===== config.mk =====
export PLATFORM = sky130hd
export DESIGN_NAME = spi_host_master
export DESIGN_NICKNAME = d
export VERILOG_FILES = /design/src/rtl/spi_host_master.sv
export SDC_FILE = /design/constraint.sdc
export NUM_CORES = 1
export LEC_CHECK = 0
export CAP_MARGIN = 10
export CORE_UTILIZATION = 50
export CTS_CLUSTER_DIAMETER = 40
export DETAILED_ROUTE_END_ITERATION = 10
export GPL_ROUTABILITY_DRIVEN = 0
export PLACE_DENSITY = 0.79
export SETUP_SLACK_MARGIN = 0.4
export SLEW_MARGIN = 20
export SYNTH_ARGS = -nofsm -noshare
export SYNTH_HDL_FRONTEND = slang
export SYNTH_SLANG_ARGS = --single-unit

===== constraint.sdc =====
create_clock -name clk -period 2.8 [get_ports clk]
set_clock_uncertainty 0.15 [all_clocks]
set_input_delay 0.84 -clock clk [delete_from_list [all_inputs] [get_ports clk]]
set_output_delay 0.84 -clock clk [all_outputs]
set_load 0.02 [all_outputs]

===== src/rtl/spi_host_master.sv =====
// SPI mode-0 host: streams num_bytes bytes from a ready/valid source onto MOSI, MSB first.
// Define SPI_HOST_RX_EN to also capture MISO into rx_data/rx_valid; otherwise those outputs are tied to 0.
module spi_host_master #(
   parameter int CLK_DIV = 4
) (
   input  logic       clk,
   input  logic       n_rst,
   input  logic       start,
   input  logic [9:0] num_bytes,
   input  logic [7:0] tx_data,
   input  logic       tx_valid,
   output logic       tx_ready,
   output logic [7:0] rx_data,
   output logic       rx_valid,
   output logic       busy,
   output logic       done,
   output logic       SCK,
   output logic       SS,
   output logic       MOSI,
   input  logic       MISO
);

   typedef enum logic [2:0] {IDLE, SETUP, LOAD, SHIFT, HOLD} state_t;

   localparam logic [7:0] DIV_LAST = 8'(CLK_DIV - 1);

   state_t     state;
   logic [7:0] timer;
   logic [2:0] bit_cnt;
   logic [9:0] count;
   logic [7:0] tx_shift;

`ifdef SPI_HOST_RX_EN
   logic [7:0] rx_shift;
`else
   logic unused_miso;
   assign unused_miso = MISO;
   assign rx_data     = 8'h00;
   assign rx_valid    = 1'b0;
`endif

   // One timer paces SETUP, each SCK half-period in SHIFT, and HOLD.
   always_ff @(posedge clk or negedge n_rst) begin
      if (!n_rst) begin
         state    <= IDLE;
         timer    <= 8'd0;
         bit_cnt  <= 3'd0;
         count    <= 10'd0;
         tx_shift <= 8'd0;
         tx_ready <= 1'b0;
         busy     <= 1'b0;
         done     <= 1'b0;
         SCK      <= 1'b0;
         SS       <= 1'b1;
         MOSI     <= 1'b0;
`ifdef SPI_HOST_RX_EN
         rx_shift <= 8'd0;
         rx_data  <= 8'd0;
         rx_valid <= 1'b0;
`endif
      end else begin
         done <= 1'b0;
`ifdef SPI_HOST_RX_EN
         rx_valid <= 1'b0;
`endif
         case (state)
            IDLE: begin
               if (start) begin
                  if (num_bytes != 10'd0) begin
                     state <= SETUP;
                     SS    <= 1'b0;
                     busy  <= 1'b1;
                     count <= num_bytes;
                     timer <= 8'd0;
                  end else begin
                     done <= 1'b1;
                  end
               end
            end
            SETUP: begin
               if (timer == DIV_LAST) begin
                  timer    <= 8'd0;
                  tx_ready <= 1'b1;
                  state    <= LOAD;
               end else begin
                  timer <= timer + 8'd1;
               end
            end
            LOAD: begin
               if (tx_valid && tx_ready) begin
                  tx_ready <= 1'b0;
                  MOSI     <= tx_data[7];
                  tx_shift <= {tx_data[6:0], 1'b0};
                  bit_cnt  <= 3'd0;
                  timer    <= 8'd0;
                  state    <= SHIFT;
               end
            end
            SHIFT: begin
               if (timer != DIV_LAST) begin
                  timer <= timer + 8'd1;
               end else if (!SCK) begin
                  timer <= 8'd0;
                  SCK   <= 1'b1;
`ifdef SPI_HOST_RX_EN
                  rx_shift <= {rx_shift[6:0], MISO};
`endif
               end else begin
                  timer <= 8'd0;
                  SCK   <= 1'b0;
                  if (bit_cnt == 3'd7) begin
`ifdef SPI_HOST_RX_EN
                     rx_data  <= rx_shift;
                     rx_valid <= 1'b1;
`endif
                     count <= (count != 10'd0) ? count - 10'd1 : 10'd0;
                     // count is pre-decrement here, so >1 means bytes remain afterwards
                     if (count > 10'd1) begin
                        tx_ready <= 1'b1;
                        state    <= LOAD;
                     end else begin
                        state <= HOLD;
                     end
                  end else begin
                     bit_cnt  <= bit_cnt + 3'd1;
                     MOSI     <= tx_shift[7];
                     tx_shift <= {tx_shift[6:0], 1'b0};
                  end
               end
            end
            HOLD: begin
               if (timer == DIV_LAST) begin
                  timer <= 8'd0;
                  SS    <= 1'b1;
                  busy  <= 1'b0;
                  done  <= 1'b1;
                  state <= IDLE;
               end else begin
                  timer <= timer + 8'd1;
               end
            end
            default: begin
               state    <= IDLE;
               timer    <= 8'd0;
               tx_ready <= 1'b0;
               busy     <= 1'b0;
               SCK      <= 1'b0;
               SS       <= 1'b1;
            end
         endcase
      end
   end

endmodule


==> impl_metrics.ini <==
[floorplanning]
start_util = 0.531
rows = 24
die_y_um = 71.0
core-area_sq_um = 4470
io_pins = 38
fp.dieW_um = 71.0
dieArea_sq_um = 5030

[route]
drt_wl_total_um = 5540
dr.pass1.iters = 7
drt_iter0_drc = 153
routed_via_density = 5.95
drtAntennaViolNets = 0
wire_per_inst_um = 15.6
vias = 2119
drc = 3

[synthesis]
synth_cells = 264
yosysUniqueCellTypes = 53
ys_seq_area_frac = 0.390
synth_flop_cell = dfrtp_1
syn_area_sq_um = 2380
ys_ff_latch = 37
synth_edf_count = 0
ys_warn_count = 0
synthArstFlopShare = 1.00
syn_avg_cell_area_sq_um = 9.00

[pwr]
total_power_w = 0.00238
irDropWorstVdd_uv = 526
powerDensity_nw_per_um2 = 820
p_leak_nw = 1.29

[timing]
finalHoldViolCount = 0
worst_pin_slew_ns = 0.831
period_minus_slack_ns = 2.33
setup_viol = 0
fin_crit_sh = 0.831
clock.fmax_mhz = 430
setup_ws_ns = 0.472
rsz0062_at_grt = false
slew_headroom = 0.446
slew_violations = 0

[run]
maxCapViolCount = 0

[critical_path]
rr_worst_depth = 6
cp-end-kind = flip-flop
required_ns = 2.82
cp.arrival_ns = 2.35
crit_type = flip-flop to flip-flop
start_kind = flip-flop
r2r_start = timer[0]
r2r-end = count[1]
r2r_slack_ns = 0.47
path_max_fanout = 10

[placed_design]
placed_cell_area_sq_um = 2720
pre_cts_ws_ns = -0.0757
dp_hpwl_um = 3790
io_buffers = 27

[clock_network]
clockBufferDepth = 2
clkLatencyLatePin_ns = 0.29
numCtsBuffers = 5
h-tree-depth = 2
ctsHoldBuffers = 0
clkSinkCount = 37
ctsRootBufferMaster = clkbuf_8
cts.clk_slew.worst_paths_ns = 0.07
cts_tree = built

[global_route]
antenna_found_initial = 0
grt_pass1_wl_um = 9210
grt_overflow = 0
grt_max_degree = 38
grt_usage = 0.232
grt_pass1_vias = 1994

[layout]
syn_to_final_growth_pct = 22.3
seqCellArea_sq_um = 927
fin_area_sq_um = 2910
fillers = 379
drive_gt1_frac = 0.184
nets = 331
multi_input_area_sq_um = 1330
antenna-diode-count = 0
final_cell_mix = dfrtp_1, nand2_1, buf_4

[worst_hold_path]
hold_depth = 2
whs_endpoint = SS
hold_path_class = flip-flop to flip-flop
worstHoldStart = SS

[run_status]
violations = DRC
outcome = finished, violations left
flip-flops by register name, summed over array words and instances, names as in the netlist:
signal,flops
MOSI,1
state,3
SS,1
timer,8
busy,1
tx_shift,7
count,10
done,1
bit_cnt,3
SCK,1
tx_ready,1
stage by stage:
step	util	instances	setup TNS [ns]	hold slack [ns]
floorplan	-	272	0	0.331
global placement	0.609	342	-0.206	0.313
detailed placement	0.609	342	-0.286	0.340
CTS	0.629	350	0	0.350
global route	0.650	356	0	0.384
finish	0.650	356	0	0.347
area by class of cell:
class | instances | share of cell area
Multi-Input combinational cell | 198 | 0.458
Sequential cell | 37 | 0.319
Timing Repair Buffer | 48 | 0.154
Clock buffer | 5 | 0.0237
Tap cell | 52 | 0.0224
Inverter | 13 | 0.0168
Clock inverter | 3 | 0.00602
cells in the mapped netlist (2+ instances only):
library cell / n / area share
and3_1: 3 / 0.0079
nand3b_1: 5 / 0.016
nand4_1: 2 / 0.0053
nor4bb_1: 2 / 0.0084
nand2b_1: 2 / 0.0053
nand2_1: 36 / 0.057
nor2_1: 16 / 0.025
clkbuf_1: 11 / 0.017
o21ai_0: 9 / 0.019
ha_1: 5 / 0.026
a2bb2oi_1: 3 / 0.011
nand3_1: 10 / 0.021
a22oi_1: 8 / 0.025
buf_4: 9 / 0.028
mux2i_1: 6 / 0.025
or3_1: 3 / 0.0079
nor4_1: 8 / 0.021
dfrtp_1: 36 / 0.38
buf_6: 2 / 0.0095
nor2b_1: 6 / 0.016
or3b_2: 2 / 0.0074
inv_1: 13 / 0.021
o221ai_1: 4 / 0.015
nor3b_1: 5 / 0.016
mux2_2: 9 / 0.043
nor3_1: 2 / 0.0042
or4_1: 3 / 0.0095
o311ai_0: 2 / 0.0074
a21oi_1: 7 / 0.015
o22ai_1: 3 / 0.0079
a31oi_1: 3 / 0.0079
o221ai_2: 4 / 0.025
o211ai_1: 5 / 0.016
worst max-delay path, cell delays in order, from the launching register on:
cell and delay (ns):
dfrtp_1 0.41, ha_4 0.17, or4b_4 0.49, or4_4 0.55, o21a_1 0.15, buf_12 0.15
mux2i_2 0.14
layer usage:
layer  track usage  vias up  part of all wire
met4        0.0844        0            0.0085
met5             0        -                 0
met1         0.308     1034              0.45
met2         0.386       49              0.50
met3        0.0385        5             0.041
li1              -     1031                 -
worst max path at each step:
stage / startpoint / to / slack (ns) / depth (start not counted)
after CTS: num_bytes[0] / timer[6] / 0.36 / 7
after global placement: num_bytes[0] / count[5] / -0.05 / 5
after global routing: tx_ready / tx_ready / 0.40 / 1
after detailed placement: num_bytes[0] / count[3] / -0.08 / 5
after floorplan: timer[0] / count[2] / 0.46 / 7
final: timer[0] / count[1] / 0.47 / 6
repair_timing:
item	in CTS	in global routing
pin swaps	1	7
resized for setup	3	13
setup buffers	0	6
endpoints found under the setup margin	15	24
cell families after synthesis:
logic type | share of synthesized area
buffers and inverters | 0.0795
multiplexers | 0.0679
AND/OR/NAND/NOR | 0.255
adder cells (fa/ha/maj) | 0.0263
XOR/XNOR | 0.00368
flip-flops | 0.390
AO/OA/AOI/OAI | 0.176
other | 0.00158
where the power goes:
group          total, W  internal [W]  switching [W]
registers      0.000871      0.000694       0.000177
clock network  0.000368      0.000172       0.000196
logic           0.00115      0.000542       0.000604
total           0.00238       0.00141       0.000977
(Power assumes the default switching activity.)
